$ cat src/rtl/gpio_in_filter.sv
// GPIO input conditioning: two-flop synchroniser, optional per-bit glitch
// filter, and registered change strobes for the DATA_IN register and the
// interrupt logic.
//
// Strobe semantics: hw2reg_o.data_in.de is a one-cycle write strobe. It fires
// in the cycle after the filtered word d changes. There is no ready/backpressure,
// so the consumer must accept every strobe. rise_o/fall_o are aligned with de.

package gpio_reg_pkg;

  typedef struct packed {
    logic [31:0] d;
    logic        de;
  } gpio_hw2reg_data_in_reg_t;

  typedef struct packed {
    gpio_hw2reg_data_in_reg_t data_in;
  } gpio_hw2reg_t;

endpackage

module gpio_in_filter #(
  parameter int unsigned FilterCycles = 16
) (
  input  logic                       clk_i,
  input  logic                       rst_i,
  input  logic [31:0]                gpio_i,
  input  logic [31:0]                filter_en_i,
  output gpio_reg_pkg::gpio_hw2reg_t hw2reg_o,
  output logic [31:0]                rise_o,
  output logic [31:0]                fall_o
);

  // Counter holds 0..FilterCycles-1, with at least one bit for FilterCycles = 1.
  localparam int unsigned     CntW   = (FilterCycles > 1) ? $clog2(FilterCycles) : 1;
  localparam logic [CntW-1:0] CntMax = CntW'(FilterCycles - 1);

  logic [31:0]     sync1;
  logic [31:0]     sync2;
  logic [31:0]     d;
  logic [31:0]     d_next;
  logic [31:0]     d_prev;
  logic            de;
  logic [CntW-1:0] cnt      [32];
  logic [CntW-1:0] cnt_next [32];

  // Per-bit filter decision: disabled bits follow sync2 directly; enabled bits
  // change only after sync2 has disagreed with d for FilterCycles edges in a row.
  always_comb begin
    d_next = d;
    for (int i = 0; i < 32; i++) begin
      cnt_next[i] = cnt[i];
      if (!filter_en_i[i]) begin
        d_next[i]   = sync2[i];
        cnt_next[i] = '0;
      end else if (sync2[i] == d[i]) begin
        cnt_next[i] = '0;
      end else if (cnt[i] == CntMax) begin
        d_next[i]   = sync2[i];
        cnt_next[i] = '0;
      end else begin
        cnt_next[i] = cnt[i] + CntW'(1);
      end
    end
  end

  // Synchroniser, filter state, and change strobes derived from d vs its
  // previous value (so strobes trail the d update by one edge).
  always_ff @(posedge clk_i) begin
    if (rst_i) begin
      sync1  <= '0;
      sync2  <= '0;
      d      <= '0;
      d_prev <= '0;
      de     <= 1'b0;
      rise_o <= '0;
      fall_o <= '0;
      for (int i = 0; i < 32; i++) begin
        cnt[i] <= '0;
      end
    end else begin
      sync1  <= gpio_i;
      sync2  <= sync1;
      d      <= d_next;
      d_prev <= d;
      de     <= |(d ^ d_prev);
      rise_o <= d & ~d_prev;
      fall_o <= ~d & d_prev;
      for (int i = 0; i < 32; i++) begin
        cnt[i] <= cnt_next[i];
      end
    end
  end

  assign hw2reg_o.data_in.d  = d;
  assign hw2reg_o.data_in.de = de;

endmodule
$ cat config.mk
export PLATFORM = sky130hd
export DESIGN_NAME = gpio_in_filter
export DESIGN_NICKNAME = d
export VERILOG_FILES = /design/src/rtl/gpio_in_filter.sv
export SDC_FILE = /design/constraint.sdc
export NUM_CORES = 1
export LEC_CHECK = 0
export BUFFER_PORTS_ARGS = -buffer_cell sky130_fd_sc_hd__buf_4
export CAP_MARGIN = 10
export CORE_MARGIN = 5
export CORE_UTILIZATION = 39
export CTS_CLUSTER_DIAMETER = 200
export DETAILED_ROUTE_END_ITERATION = 16
export REMOVE_ABC_BUFFERS = 1
export SLEW_MARGIN = 15
export SYNTH_ARGS = -nofsm -noshare
export SYNTH_HDL_FRONTEND = slang
export SYNTH_SLANG_ARGS = --single-unit
export TNS_END_PERCENT = 50
$ cat constraint.sdc
create_clock -name clk_i -period 2.75 [get_ports clk_i]
set_input_delay 0.275 -clock clk_i [delete_from_list [all_inputs] [get_ports clk_i]]
set_output_delay 0.275 -clock clk_i [all_outputs]
set_load 0.01 [all_outputs]
==> results by group, run 1 <==
Routing
  • Vias per cell: 4.37
  • Iteration-0 DRC Markers: roughly 240
  • Via count: between 7000 and 8000
  • DR WL/cell: roughly 12 um
  • Residual DRC: 0
  • Final wirelength: 20500 um
  • ANT nets after route: 0
  • DR pass1 iterations: 4

Critical path
  • Flop2flop setup slack: roughly 0.82 ns
  • Crit path max-delay cell type: nor4_1
  • WP data arrival: 2.29 ns
  • Worst r2r src: d[15]$_SDFFE_PP0P_
  • CP endpoint kind: flop
  • Critical-path maximum fanout: 4
  • R2R depth: 5
  • Crit path largest cell delay: roughly 0.60 ns
  • Crit Path Class: reg -> reg
  • Crit Reg-Reg Endpoint: de$_SDFF_PP0_
  • Buf/Inv on CP: 1
  • CP Launch Type: flop
  • CP cell instances: inv_1 > ha_1 > nand4_1 > nor4_1 > a21oi_1
  • Worst endpoint required time: 3.11 ns
  • Top delay family on crit path: simple AND/OR/NAND/NOR gates

Die
  • Initial Utilization: about two fifths
  • Die height: between 150 and 200 um
  • Die ar.: roughly 0.034 sq mm
  • Core area: 0.0296 sq mm
  • Io pins: 163
  • Std cell rows: 63
  • Die width: 183 um

Global route
  • M1 GR Usage: 15.6%
  • Initial antenna violation count: 0
  • Met3 global-route usage: approximately 3.3%
  • First-pass GRT wire length: 35100 um
  • Largest net degree at the start of global routing: 95
  • All-Layer GR Usage: between 10% and 20%
  • Most used routing layer: met2
  • GRT overflow: 0
  • Number of global-route vias before repair: between 7000 and 8000
  • Met2 GRT Util: approximately a fifth

Final layout
  • Proportion of layout cells with a drive suffix above 1: ~18%
  • Final net count: ~1500
  • Layout area overhead: 28.2%
  • Fillcell total: around 2700
  • Antenna diodes: 0

Yosys
  • Yosys warnings: 0
  • Synth Flop Type: dfxtp_1
  • EDFF count, synth: 0
  • Sequential share of the synthesized area: between 50% and 60%
  • FFs w/ async S/R, synth: 0%
  • Mapped Cells: between 1000 and 1500
  • #FFs+latches synth: between 300 and 400
  • Synth Area per Inst: between 10 and 15 sq um
  • Unique cell type count in the Yosys netlist: 21
  • Syn Std Cell Area: 0.0117 sq mm

Clocking
  • TritonCTS buffer count: 37
  • Clk sinks: 321
  • Root buffer cell: clkbuf_16
  • Htree depth: 2
  • Post-CTS Hold Buffers: 30
  • Post-cts resize count: 0
  • CTS max path bufs: 3
  • Clk pin slew, worst setup/hold paths: ~0.050 ns
  • Post-CTS setup buffers: 0
  • CTS tree: built
  • Clock latency at the later pin of the worst-skew pair: 0.50 ns

Min path
  • Worst hold start: gpio_i[26]
  • Hold Crit Endpoint: sync1[26]$_SDFF_PP0_
  • Min-Delay Path Depth: 2
  • Hold Path Class: in -> reg

Timing
  • Worst rel slew slack: between 50% and 60%
  • Fmax: between 0.5 and 0.6 GHz
  • Final Setup Violations: 0
  • Max Slew Vio Count: 0
  • Final period util: a little over two thirds
  • RSZ-0062 raised after global routing: false
  • Least-Margin Pin Slew: between 0.7 and 0.8 ns
  • Clk_skew: ~0.0082 ns
  • WHS: approximately 0.020 ns
  • Final Hold Violating Endpoints: 0
  • Setup Total Neg Slack: 0 ns
  • Fin crit period: slightly below 2 ns

Pwr
  • VDD IR max: 0.408 mV
  • PD cells: just under 700 mW/mm^2
  • LEAKAGE: about 6.3 nW

Place
  • Routability Congestion: between 0.7 and 0.8
  • Post-detail-place hpwl: 14400 um
  • Port-buffer cells: about 160

Outcome
  • Status: complete, no violations

Job
  • MaxCap Viol Count: 0
registers in the layout, summed over array words and instances, names as in the netlist:
name    cells
sync2      32
cnt       128
d_prev     32
rise_o     32
sync1      32
de          1
d          32
fall_o     32
cells in the final DEF, fill, tap and decap left out, types with 33 or more instances in the layout:
cell and instances:
dfxtp_1 321, inv_1 117, clkbuf_16 39, nor2b_1 128, a21oi_1 33, xnor2_1 53
ha_1 96, buf_4 169, nand3_1 54, xor2_1 43, nor2_1 160
logic make-up (layout without fill, tap and decap cells):
logic type | after synthesis | after routing | synth area share [%]
compound gates | 65 | 65 | 3.25
xor+xnor | 96 | 96 | 7.18
fa+ha+maj | 96 | 96 | 10.3
buf+inv | 142 | 385 | 4.68
flops | 321 | 321 | 54.9
simple gates | 426 | 426 | 19.7
cell usage after synthesis, types with 11 or more instances:
master,count,area share [%]
or4_4,16,1.5
ha_1,96,10
and3_1,21,1.1
a21bo_2,11,0.94
o21ai_0,21,0.90
xor2_1,43,3.2
xnor2_1,53,4.0
dfxtp_1,321,55
nand4b_1,11,0.82
inv_1,117,3.8
or3_1,21,1.1
nor2b_1,128,6.8
a21oi_1,33,1.4
nor2_1,160,5.1
clkbuf_1,15,0.48
nand3_1,54,2.3
through the flow:
stage	instance area [sq um]	utilization (%)	worst slack [ns]	total power [mW]	std cells
floorplan	11600	-	1.36	5.04	1121
global placement	13400	45.2	0.795	5.27	1682
detailed placement	13400	45.2	0.780	5.28	1682
CTS	15000	50.6	0.763	10.6	1779
global route	15000	50.6	0.617	10.8	1779
finish	15000	50.6	0.819	10.4	1779
layout make-up:
type	instances	area, sq um	area share, %
Inverter	117	439	2.93
Multi-Input combinational cell	683	4730	31.5
Sequential cell	321	6430	42.8
Clock buffer	56	1110	7.39
Timing Repair Buffer	201	1600	10.7
Tap cell	390	488	3.25
Clock inverter	11	213	1.42
layer usage:
metal	up-vias	share of wire, %
met5	-	0
met4	0	2.3
met3	45	5.9
met2	140	44
met1	3493	47
li1	4091	-
how the worst max path moves through the flow:
stage                          startpoint                    end  slack, ns  depth (start not counted)
floorplan           cnt[1][36]$_SDFF_PP0_  cnt[1][38]$_SDFF_PP0_       1.36                          4
global placement       d[15]$_SDFFE_PP0P_          de$_SDFF_PP0_       0.80                          5
detailed placement     d[15]$_SDFFE_PP0P_          de$_SDFF_PP0_       0.78                          5
CTS                    d[15]$_SDFFE_PP0P_          de$_SDFF_PP0_       0.76                          5
global route           d[15]$_SDFFE_PP0P_          de$_SDFF_PP0_       0.62                          5
finish                 d[15]$_SDFFE_PP0P_          de$_SDFF_PP0_       0.82                          5
where the power goes:
| part | leakage [nW] | internal [mW] | switching (mW) |
|---|---|---|---|
| clock | 0.648 | 3.35 | 1.84 |
| sequential | 2.60 | 4.74 | 0.0479 |
| combinational | 3.05 | 0.223 | 0.190 |
Power figures use the tool's default switching activity.
==> inputs of run 2 (changes only) <==
==> constraint.sdc (replaced) <==
create_clock -name clk_i -period 1.8 [get_ports clk_i]
set_input_delay 0.18 -clock clk_i [delete_from_list [all_inputs] [get_ports clk_i]]
set_output_delay 0.18 -clock clk_i [all_outputs]
set_load 0.01 [all_outputs]
==> results by group, run 2 (synthesized netlist as in run 1, its figures left out) <==
Job
  • MaxCap Viol Count: 0 (unchanged)

Timing
  • RSZ-0062 raised after global routing: false
  • Setup Total Neg Slack: 0 ns (unchanged)
  • Max Slew Vio Count: 0 (unchanged)
  • Final period util: 86.5% (+16 points)
  • Least-Margin Pin Slew: 0.407 ns (-0.312 ns)
  • Final Hold Violating Endpoints: 0 (unchanged)
  • Fin crit period: 1.56 ns (-0.375 ns)
  • Fmax: 0.642 GHz (+24%)
  • Worst rel slew slack: 72.8% (+21 points)
  • Clk_skew: 0.0116 ns (+0.00341 ns)
  • Final Setup Violations: 0 (unchanged)

Routing
  • Vias per cell: 4.38 (+0.31%)
  • Iteration-0 DRC Markers: 213 (-10%)
  • DR pass1 iterations: 6 (+2)
  • Residual DRC: 0 (unchanged)
  • Final wirelength: 20900 um (+1.7%)
  • DR WL/cell: 11.6 um (+0.35%)
  • ANT nets after route: 0 (unchanged)
  • Via count: 7898 (+1.7%)

Die
  • Die ar.: 0.0336 sq mm (unchanged)
  • Die width: 183 um (unchanged)
  • Std cell rows: 63 (unchanged)
  • Core area: 0.0296 sq mm (unchanged)
  • Die height: 183 um (unchanged)
  • Initial Utilization: 39.5% (unchanged)
  • Io pins: 163 (unchanged)

Pwr
  • Tot Pwr: 15.0 mW (+45%)
  • VDD IR max: 0.775 mV (+90%)
  • LEAKAGE: 6.37 nW (+1.1%)
  • PD cells: 995 mW/mm^2 (+44%)

Critical path
  • Worst endpoint required time: 2.18 ns (-0.93 ns)
  • Buf/Inv on CP: 1 (unchanged)
  • WP data arrival: 1.93 ns (-0.36 ns)
  • Crit Path Class: reg -> reg
  • CP cell instances: inv_1 > ha_1 > nand4_1 > nor4_1 > a21oi_1
  • Crit path max-delay cell type: dfxtp_1
  • Flop2flop setup slack: 0.24 ns (-0.58 ns)
  • CP endpoint kind: flop
  • Critical-path maximum fanout: 4 (unchanged)
  • Top delay family on crit path: simple AND/OR/NAND/NOR gates
  • CP Launch Type: flop
  • Crit path largest cell delay: 0.40 ns (-0.20 ns)

Place
  • Port-buffer cells: 162 (unchanged)
  • Routability Congestion: 0.719 (-1.2%)
  • Post-detail-place hpwl: 15000 um (+4.6%)
  • Placed cell count: 1695 (+0.77%)

Final layout
  • Layout area overhead: 29.2%
  • Most frequent cells in the layout: 321 x dfxtp_1, 179 x buf_4, 160 x nor2_1
  • Most common cell after layout, fill and taps aside: dfxtp_1
  • Non-Filler Instances: 1803 (+1.3%)
  • Fillcell total: 2778 (+1.4%)
  • Proportion of layout cells with a drive suffix above 1: 19.0% (+0.68 points)
  • Multi-input gate area: 0.00473 sq mm (unchanged)
  • Reg with most FFs: cnt
  • Antenna diodes: 0 (unchanged)
  • Register area: 0.00643 sq mm (unchanged)
  • Max reg flops: 128 (unchanged)
  • Final net count: 1549 (+1.7%)

Global route
  • Initial antenna violation count: 1 (+1)
  • GRT overflow: 0 (unchanged)
  • Number of global-route vias before repair: 7776 (+0.45%)
  • Largest net degree at the start of global routing: 44 (-54%)
  • First-pass GRT wire length: 35600 um (+1.5%)
  • All-Layer GR Usage: 12.4% (+0.13 points)

Clocking
  • Post-cts resize count: 0 (unchanged)
  • TritonCTS buffer count: 37 (unchanged)
  • Clk pin slew, worst setup/hold paths: 0.06 ns (about the same)
  • Clk sinks: 321 (unchanged)
  • Root buffer cell: clkbuf_16
  • CTS tree: built
  • Htree depth: 2 (unchanged)
  • CTS max path bufs: 3 (unchanged)
  • Clock latency at the later pin of the worst-skew pair: 0.50 ns (about the same)

Min path
  • Hold Path Class: in -> reg

Outcome
  • Status: complete, no violations
==> run 2: cell count changes in the layout (fill, tap and decap cells not counted), moves of 3 or more <==
| cell | before | now |
|---|---|---|
| bufinv_16 | 6 | 0 |
| dlygate4sd3_1 | 30 | 43 |
| clkbuf_1 | 10 | 7 |
| clkinv_2 | 3 | 8 |
| buf_12 | 1 | 4 |
| buf_4 | 169 | 179 |
==> run 2: cell type report <==
cell class / instances / share of cell area [%]
clock inverter: 12 / 0.488
inverter: 117 / 2.90
sequential: 321 / 42.5
multi-input combinational: 683 / 31.3
timing repair buffer: 227 / 12.3
tap: 390 / 3.23
clock buffer: 53 / 7.26
==> run 2: final timing paths <==
check             cells past startpoint                  from                     to
setup / recovery                      5    d[11]$_SDFFE_PP0P_          de$_SDFF_PP0_
hold / removal                        2                 rst_i  d_prev[26]$_SDFF_PP0_
setup reg to reg                      5    d[11]$_SDFFE_PP0P_          de$_SDFF_PP0_
hold reg to reg                       1  sync1[20]$_SDFF_PP0_   sync2[20]$_SDFF_PP0_
==> run 2: what timing repair did <==
item | in CTS | in global routing
endpoints found under the hold margin | 43 | 0
hold buffers | 43 | 0
setup buffers | 0 | 0
==> run 2: worst reg2reg max path, stage by stage, from the launching register on <==
cell	delay, ns
dfxtp_1	0.40
inv_1	0.09
ha_1	0.30
nand4_1	0.18
nor4_1	0.36
a21oi_1	0.10
==> run 2: per-stage QoR <==
stage | worst slack, ns | hold WS [ns] | util (%) | area, sq um
detailed placement | 0.157 | 0.396 | 45.6 | 13500
global route | 0.0908 | 0.0478 | 51.0 | 15100
floorplan | 0.414 | 0.247 | - | 11600
CTS | 0.158 | 0.0242 | 51.0 | 15100
global placement | 0.208 | 0.390 | 45.6 | 13500
finish | 0.243 | 0.0387 | 51.0 | 15100
==> run 2: power breakdown <==
| part | switching [mW] | internal, mW |
|---|---|---|
| sequential | 0.0689 | 7.24 |
| clock | 2.79 | 4.25 |
| combinational | 0.306 | 0.388 |
| total | 3.17 | 11.9 |
==> run 2: metal layers <==
layer | up-vias | global-route usage, % | wire length [um]
met5 | - | 0 | 20
met4 | 2 | 3.99 | 531
met3 | 42 | 3.73 | 1430
met2 | 145 | 20.1 | 9260
met1 | 3563 | 16.1 | 9660
li1 | 4146 | - | -
